## config.mk

```make
export PLATFORM = sky130hd
export DESIGN_NAME = sem_arbiter_flat
export DESIGN_NICKNAME = d
export VERILOG_FILES = /design/src/rtl/sem_arbiter_if.sv /design/src/rtl/sem_arbiter.sv /design/src/flat_wrapper.sv
export SDC_FILE = /design/constraint.sdc
export NUM_CORES = 1
export LEC_CHECK = 0
export CORE_AREA = 2 2 41 43
export DETAILED_ROUTE_END_ITERATION = 16
export DIE_AREA = 0 0 43 45
export GPL_TIMING_DRIVEN = 0
export HOLD_SLACK_MARGIN = 0.12
export PLACE_DENSITY = 0.86
export SLEW_MARGIN = 10
export SYNTH_ARGS = -nofsm -noshare
export SYNTH_HDL_FRONTEND = slang
export SYNTH_SLANG_ARGS = --single-unit
```

## constraint.sdc

```tcl
create_clock -name clk -period 2.8 [get_ports clk]
set_clock_uncertainty 0.15 [all_clocks]
set_input_delay 0.28 -clock clk [delete_from_list [all_inputs] [get_ports clk]]
set_output_delay 0.28 -clock clk [all_outputs]
set_load 0.03 [all_outputs]
```

## src/rtl/sem_arbiter_if.sv

```systemverilog
// sem_arbiter_if: request/release/grant handshake bundle between requesters and the semaphore arbiter
interface sem_arbiter_if #(
  parameter int NUM_REQ = 4,
  parameter int TOKENS = 2,
  parameter int CW = $clog2(TOKENS + 1)
);
  logic [NUM_REQ-1:0] req;
  logic [NUM_REQ-1:0] rel;
  logic [NUM_REQ-1:0] grant;
  logic [CW-1:0] avail;
  logic full;
  logic err;
  modport master (output req, rel, input grant, avail, full, err);
  modport slave (input req, rel, output grant, avail, full, err);
endinterface

```

## src/rtl/sem_arbiter.sv

```systemverilog
// sem_arbiter: counting semaphore sharing TOKENS slots among NUM_REQ requesters with round-robin grants
module sem_arbiter #(
  parameter int NUM_REQ = 4,
  parameter int TOKENS = 2,
  parameter int CW = $clog2(TOKENS + 1)
) (
  input logic clk,
  input logic reset,
  sem_arbiter_if.slave bus
);
  localparam int PW = $clog2(NUM_REQ);
  logic [NUM_REQ-1:0] grant_q, grant_d, wait_v, legal_rel, win_oh;
  logic [CW-1:0] avail_q, avail_d, rel_cnt;
  logic [PW-1:0] ptr_q, ptr_d, win;
  logic [PW:0] idx;
  logic found, do_grant;
  assign wait_v = bus.req & ~grant_q;
  assign legal_rel = bus.rel & grant_q;
  // scan waiters starting at ptr, wrapping; idx never exceeds 2*NUM_REQ-2
  always_comb begin
    found = 1'b0;
    win = '0;
    idx = '0;
    rel_cnt = '0;
    for (int k = 0; k < NUM_REQ; k++) begin
      idx = {1'b0, ptr_q} + (PW+1)'(k);
      idx = idx >= (PW+1)'(NUM_REQ) ? idx - (PW+1)'(NUM_REQ) : idx;
      if (!found && wait_v[PW'(idx)]) begin
        found = 1'b1;
        win = PW'(idx);
      end
      rel_cnt = rel_cnt + CW'(legal_rel[k]);
    end
  end
  // grants only consume tokens free at the start of the cycle
  always_comb begin
    do_grant = found && avail_q != '0;
    win_oh = do_grant ? NUM_REQ'(1) << win : '0;
    grant_d = (grant_q & ~legal_rel) | win_oh;
    avail_d = avail_q + rel_cnt - CW'(do_grant);
    ptr_d = do_grant ? (win == PW'(NUM_REQ - 1) ? '0 : win + 1'b1) : ptr_q;
  end
  always_ff @(posedge clk) begin
    if (reset) begin
      grant_q <= '0;
      avail_q <= CW'(TOKENS);
      ptr_q <= '0;
      bus.full <= TOKENS == 0;
      bus.err <= 1'b0;
    end else begin
      grant_q <= grant_d;
      avail_q <= avail_d;
      ptr_q <= ptr_d;
      bus.full <= avail_d == '0;
      bus.err <= |(bus.rel & ~grant_q);
    end
  end
  assign bus.grant = grant_q;
  assign bus.avail = avail_q;
endmodule
```

## src/flat_wrapper.sv

```systemverilog
// flat-port wrapper written by rule: the top's interface ports become plain ports
module sem_arbiter_flat 
#(
  parameter int NUM_REQ = 4,
  parameter int TOKENS = 2,
  parameter int CW = $clog2(TOKENS + 1)
)
  (clk, reset, bus_req, bus_rel, bus_grant, bus_avail, bus_full, bus_err);
  sem_arbiter_if #(.NUM_REQ(NUM_REQ), .TOKENS(TOKENS), .CW(CW)) bus_i ();
  input logic clk;
  input logic reset;
  input wire logic [$bits(bus_i.req)-1:0] bus_req;
  input wire logic [$bits(bus_i.rel)-1:0] bus_rel;
  output wire logic [$bits(bus_i.grant)-1:0] bus_grant;
  output wire logic [$bits(bus_i.avail)-1:0] bus_avail;
  output wire logic [$bits(bus_i.full)-1:0] bus_full;
  output wire logic [$bits(bus_i.err)-1:0] bus_err;
  assign bus_i.req = bus_req;
  assign bus_i.rel = bus_rel;
  assign bus_grant = bus_i.grant;
  assign bus_avail = bus_i.avail;
  assign bus_full = bus_i.full;
  assign bus_err = bus_i.err;
  sem_arbiter #(.NUM_REQ(NUM_REQ), .TOKENS(TOKENS), .CW(CW)) u_core (.clk(clk), .reset(reset), .bus(bus_i));
endmodule
```

==> results of run 1 <==
report_power, final:
| part | internal, mW | total [mW] | switching (mW) |
|---|---|---|---|
| Sequential | 0.191 | 0.244 | 0.0523 |
| Combinational | 0.267 | 0.547 | 0.280 |
| Clock | 0.0790 | 0.130 | 0.0510 |
sequential cells by signal, indices dropped and copies added, names as in the netlist:
| name | count |
|---|---|
| u_core.bus.avail | 2 |
| u_core.bus.err | 1 |
| u_core.bus.full | 1 |
| u_core.bus.grant | 4 |
| u_core.ptr_q | 2 |
kinds of logic after synthesis:
kind of cell	after synthesis	share of synthesized area, %
simple gates	26	23.3
fa+ha+maj	7	15.5
flops	10	30.2
xor+xnor	3	3.97
mux	1	1.51
compound gates	16	21.6
buf+inv	7	3.97
worst register-to-register path: stages, from the launching register on:
cell	delay, ns
dfxtp_1	0.41
nand2b_2	0.21
a41oi_4	0.12
ha_1	0.31
inv_1	0.07
fa_1	0.43
fa_2	0.37
xor2_2	0.16
xnor2_1	0.16
nand2b_1	0.08
nor2_1	0.08
per-stage QoR:
stage / power [mW] / cell area, sq um / std cells / setup WS (ns) / setup TNS (ns)
2_1_floorplan: 0.617 / 662 / 70 / 0.0377 / 0
3_5_place_dp: 0.760 / 842 / 102 / -0.297 / -0.673
5_1_grt: 1.00 / 898 / 107 / 0.0359 / 0
6_report: 0.921 / 898 / 107 / 0.140 / 0
3_3_place_gp: 0.752 / 842 / 102 / -0.265 / -0.603
4_1_cts: 0.911 / 886 / 107 / 0.111 / 0
metal layers:
layer,up-vias,share of wire [%]
li1,284,-
met1,259,47
met2,19,45
met3,3,6.7
met4,0,1.5
met5,-,0
final timing paths:
check / startpoint / slack [ns] / end
worst max-delay path: bus_req[2] / 0.14 / u_core.bus.full
worst max register to register: u_core.bus.grant[3] / 0.20 / u_core.bus.full
worst min-delay path: reset / 0.21 / u_core.bus.grant[1]
worst min register to register: u_core.ptr_q[1] / 0.40 / u_core.ptr_q[1]
placed cells by master (no fill, tap or decap):
cell type        netlist  layout
nand2b_2               0       1
nand2b_1               2       1
a311oi_1               1       1
clkbuf_1               1       1
o21a_1                 1       1
o21ai_1                1       1
fa_1                   2       1
a221oi_1               1       1
nand2b_4               3       3
o21bai_1               1       1
ha_1                   5       5
nor2_1                10      10
nand2_1                3       3
and2_2                 1       1
or2_2                  1       1
o2bb2ai_1              1       1
xor2_1                 2       1
and2_1                 3       3
clkbuf_4               0       3
xnor2_1                1       1
a2bb2oi_1              2       2
inv_1                  6       6
buf_4                  0       1
a311o_1                1       1
fa_2                   0       1
o22ai_1                2       2
a31oi_1                1       1
nor2b_1                3       3
a41oi_4                1       1
clkdlybuf4s50_1        0      16
mux2i_1                1       1
xor2_2                 0       1
clkbuf_8               0       1
a22oi_1                3       3
dfxtp_1               10      10
layout make-up:
| class | count | area (sq um) |
|---|---|---|
| buffer | 1 | 3.75 |
| clock buffer | 4 | 36.3 |
| fill | 141 | 573 |
| inverter | 6 | 22.5 |
| multi-input combinational | 53 | 448 |
| sequential | 10 | 200 |
| tap | 16 | 20.0 |
| timing repair buffer | 17 | 168 |
what timing repair did:
item / in CTS / in global routing
pin swaps: 1 / 0
setup buffers: 1 / 0
cloned: 0 / 0
endpoints found under the setup margin: 2 / 2
gates resized for setup: 0 / 3
==> results.py, run 1 <==
metrics = {
    "yosys": {
        "synth_area_leader_cell": "dfxtp_1",
        "syn_area_sq_um": 662,
        "yosys_warnings": 0,
        "syn_avg_cell_area_sq_um": 9.46,
        "syn_inst": 70,
        "yosys_register_bits": 10,
        "synth-main-ff-cell": "dfxtp_1",
        "synth-edff-count": 0,
        "async_flop_share_pct": 0,
        "synth.net_count": 87,
        "netlist_top_cells_count": "10 x dfxtp_1, 10 x nor2_1, 6 x inv_1",
        "synth_cell_types": 28,
        "synth_top_cell_area_share_pct": 30.2,
        "synth.area.top_cells": "dfxtp_1 30%, ha_1 9.5%, nand2b_4 6.2%, fa_1 6.0%, nor2_1 5.7%",
        "synth-seq-area-share_pct": 30.2,
    },
    "worst_hold_path": {
        "whs_path_depth": 2,
        "hold_class": "primary input to flop",
    },
    "floorplan": {
        "start_util_pct": 45.0,
        "io_pins": 18,
        "die_height_um": 45,
        "dieArea_sq_um": 1940,
        "core_area_sq_um": 1470,
        "die_width_um": 43,
        "core.rowCount": 14,
    },
    "grt": {
        "grt_use_total_pct": 15.9,
        "grt_pass1_vias": 514,
        "busiest_layer": "met2",
        "grt_pass1_wl_um": 2260,
        "grt_overflow": 0,
        "antenna_found_initial": 0,
        "met1_usage_pct": 19.4,
        "grt_max_degree": 10,
        "use_met3_pct": 4.40,
        "met2_usage_pct": 26.4,
    },
    "clock_tree": {
        "hold_buffers": 0,
        "numCtsBuffers": 3,
        "cts_sinks": 10,
        "clock_path_buffers": 2,
        "root_buffer": "clkbuf_4",
        "cts_max_level": 1,
        "clkLatencyLatePin_ns": 0.27,
        "clkTransAtPathRegs_ns": 0.07,
        "cts_tree": "built",
    },
    "power_and_ir_drop": {
        "ir_drop_mv": 0.789,
        "p_leak_nw": 0.363,
        "power_density_nw_per_um2": 1020,
    },
    "sta": {
        "maxSlewHeadroom_pct": 75.7,
        "worst_slew_pin_slew_ns": 0.364,
        "rsz0062_at_grt": "false",
        "fin_hold_ws_ns": 0.210,
        "fin_crit_ns": 2.66,
        "fin_crit_sh_pct": 95.0,
        "clock.fmax_mhz": 376,
        "hold_violations": 0,
        "slew_violations": 0,
        "setup_viol": 0,
    },
    "worst_setup_path": {
        "critical_path_class": "primary input to flop",
        "start_kind": "primary input",
        "crit_path_top_delay_cell": "clkdlybuf4s50_1",
        "critPathTopFamily": "adder cells",
        "slowest_delay_ns": 0.53,
        "critical_path_buf_inv_count": 2,
        "worst-path-stages": 11,
        "cp_max_fo": 2,
        "reg2reg_depth": 10,
        "required_ns": 2.86,
        "cp_cell_sequence": "clkdlybuf4s50_1 -> nand2b_4 -> a41oi_4 -> ha_1 -> inv_1 -> fa_1 -> fa_2 -> xor2_2 -> xnor2_1 -> nand2b_1 -> nor2_1",
        "arrival_ns": 2.72,
        "endpoint_kind": "flop",
    },
    "layout": {
        "insertedDiodeCount": 0,
        "syn2layout_area_growth_pct": 35.7,
        "drive_gt1_share_pct": 15.4,
        "final_core_util_pct": 61.1,
        "nNetsFinal": 109,
    },
    "place": {
        "portBuffers": 16,
        "post-dp-hpwl_um": 1060,
        "place.gp.congestion": 0.818,
    },
    "drt": {
        "via_per_inst": 5.28,
        "firstDrtPassIters": 4,
        "drt_wl_total_um": 1370,
        "drtIter0Drc": 10,
        "antenna_left": 0,
        "avgRoutedWirePerCell_um": 12.8,
        "route.detailed.drc": 0,
        "num_vias": 565,
    },
    "run": {
        "maxCapViolCount": 0,
    },
    "status": {
        "status": "finished, final reports clean",
    },
}
Power figures use the tool's default switching activity.
==> run 2, diff against run 1 <==
RECOVER_POWER = 100   (was not set)
==> run 2 against run 1 <==
Against the previous run:
- non-clock buffer count stayed put
- design area fell by 1.3%
- core utilization fell by 0.77 points
- clock-buffer cell count stayed put
- combinational power shrank 5.9%
- total power fell by 3.7%
- die area did not move
- critical path type unchanged
- critical endpoint unchanged
- largest power group unchanged
- highest routed layer unchanged
==> results.py, run 2 (synthesized netlist as in run 1, its figures left out) <==
metrics = {
    "power_and_ir_drop": {
        "p_total_mw": 0.886,
        "power_density_nw_per_um2": 999,
        "p_leak_nw": 0.373,
        "ir_drop_mv": 0.750,
    },
    "layout": {
        "largest_reg_flops": 4,
        "nNetsFinal": 109,
        "drive_gt1_share_pct": 13.2,
        "final_core_util_pct": 60.3,
        "final_cells": 107,
        "layout_common_cells": "10 x nor2_1, 10 x dfxtp_1, 9 x dlygate4sd3_1",
        "design_area_sq_um": 887,
        "insertedDiodeCount": 0,
        "syn2layout_area_growth_pct": 34.0,
        "fillers": 145,
    },
    "sta": {
        "worst_slew_pin_slew_ns": 0.361,
        "maxSlewHeadroom_pct": 75.9,
        "rsz0062_at_grt": "false",
        "fin_tns_setup_ns": 0,
        "setup_ws_ns": 0.157,
        "hold_violations": 0,
        "clock.fmax_mhz": 378,
        "setup_viol": 0,
        "fin_crit_ns": 2.64,
        "fin_crit_sh_pct": 94.4,
        "slew_violations": 0,
        "fin_hold_ws_ns": 0.208,
    },
    "drt": {
        "route.detailed.drc": 0,
        "firstDrtPassIters": 4,
        "avgRoutedWirePerCell_um": 12.6,
        "via_per_inst": 5.29,
        "drtIter0Drc": 8,
        "antenna_left": 0,
        "num_vias": 566,
        "drt_wl_total_um": 1350,
    },
    "worst_setup_path": {
        "r2r_slack_ns": 0.23,
        "reg2reg_from": "u_core.bus.grant[3]",
        "arrival_ns": 2.70,
        "critical_path_class": "primary input to flop",
        "cp_max_fo": 2,
        "required_ns": 2.86,
        "timing.rr.end": "u_core.bus.full",
        "endpoint_kind": "flop",
        "reg2reg_depth": 10,
        "start_kind": "primary input",
    },
    "place": {
        "dp_cells": 102,
        "post-place-ws_ns": -0.297,
        "placed_cell_area_sq_um": 842,
        "post-dp-hpwl_um": 1060,
        "portBuffers": 16,
        "place.gp.congestion": 0.818,
    },
    "clock_tree": {
        "cts_sinks": 10,
        "clock_path_buffers": 2,
        "clkTransAtPathRegs_ns": 0.07,
        "root_buffer": "clkbuf_4",
        "cts_tree": "built",
        "cts_max_level": 1,
        "numCtsBuffers": 3,
        "hold_buffers": 0,
        "clkLatencyLatePin_ns": 0.27,
    },
    "floorplan": {
        "core.rowCount": 14,
        "io_pins": 18,
        "core_area_sq_um": 1470,
        "die_width_um": 43,
        "die_height_um": 45,
        "dieArea_sq_um": 1940,
        "start_util_pct": 45.0,
    },
    "grt": {
        "grt_max_degree": 10,
        "grt_pass1_vias": 514,
        "grt_pass1_wl_um": 2260,
        "grt_overflow": 0,
        "grt_use_total_pct": 15.9,
        "antenna_found_initial": 0,
    },
    "worst_hold_path": {
        "whs_path_depth": 2,
        "hold_class": "primary input to flop",
        "whs_endpoint": "u_core.bus.grant[1]",
        "worstHoldStart": "reset",
    },
    "status": {
        "status": "finished, final reports clean",
    },
    "run": {
        "maxCapViolCount": 0,
    },
}
==> run 2: final cells by class <==
type,instances,area [sq um],share of cell area [%]
plain buffers,1,3.75,0.423
clock buffers,4,36.3,4.09
inverters,6,22.5,2.54
multi-input cells,53,440,49.6
flip-flops and latches,10,200,22.6
well taps,16,20.0,2.26
repair buffers,17,164,18.5
==> run 2: how the worst max path moves through the flow <==
stage | slack, ns | from | end
2_1_floorplan | 0.04 | u_core.bus.grant[3] | u_core.bus.full
3_3_place_gp | -0.27 | bus_req[0] | u_core.bus.full
4_1_cts | 0.11 | bus_req[1] | u_core.bus.full
5_1_grt | 0.03 | bus_req[1] | u_core.bus.full
3_5_place_dp | -0.30 | bus_req[0] | u_core.bus.full
6_report | 0.16 | bus_req[2] | u_core.bus.full
==> run 2: repair_timing <==
action                                 in CTS  in global routing
setup endpoints to repair                   2                  2
gates resized for setup                     0                  3
setup buffers                               1                  0
endpoints found under the hold margin       0                  0
pin swaps                                   1                  0
==> run 2: power breakdown <==
group / switching [mW] / internal (mW)
registers: 0.0501 / 0.191
logic: 0.273 / 0.241
clock network: 0.0511 / 0.0790
total: 0.375 / 0.512
==> run 2: layer usage <==
| metal | GRT usage (%) | vias to the layer above | part of all wire (%) |
|---|---|---|---|
| li1 | - | 284 | - |
| met1 | 19.4 | 260 | 46 |
| met2 | 26.4 | 19 | 45 |
| met3 | 4.40 | 3 | 6.8 |
| met4 | 7.27 | 0 | 1.7 |
| met5 | 0 | - | 0 |
==> run 2: worst max-delay path: stages <==
cell	delay, ns
clkdlybuf4s50_1	0.53
nand2b_4	0.08
a41oi_4	0.22
ha_1	0.26
inv_1	0.07
fa_1	0.43
fa_2	0.35
xor2_1	0.18
xnor2_1	0.14
nand2b_1	0.09
nor2_1	0.08
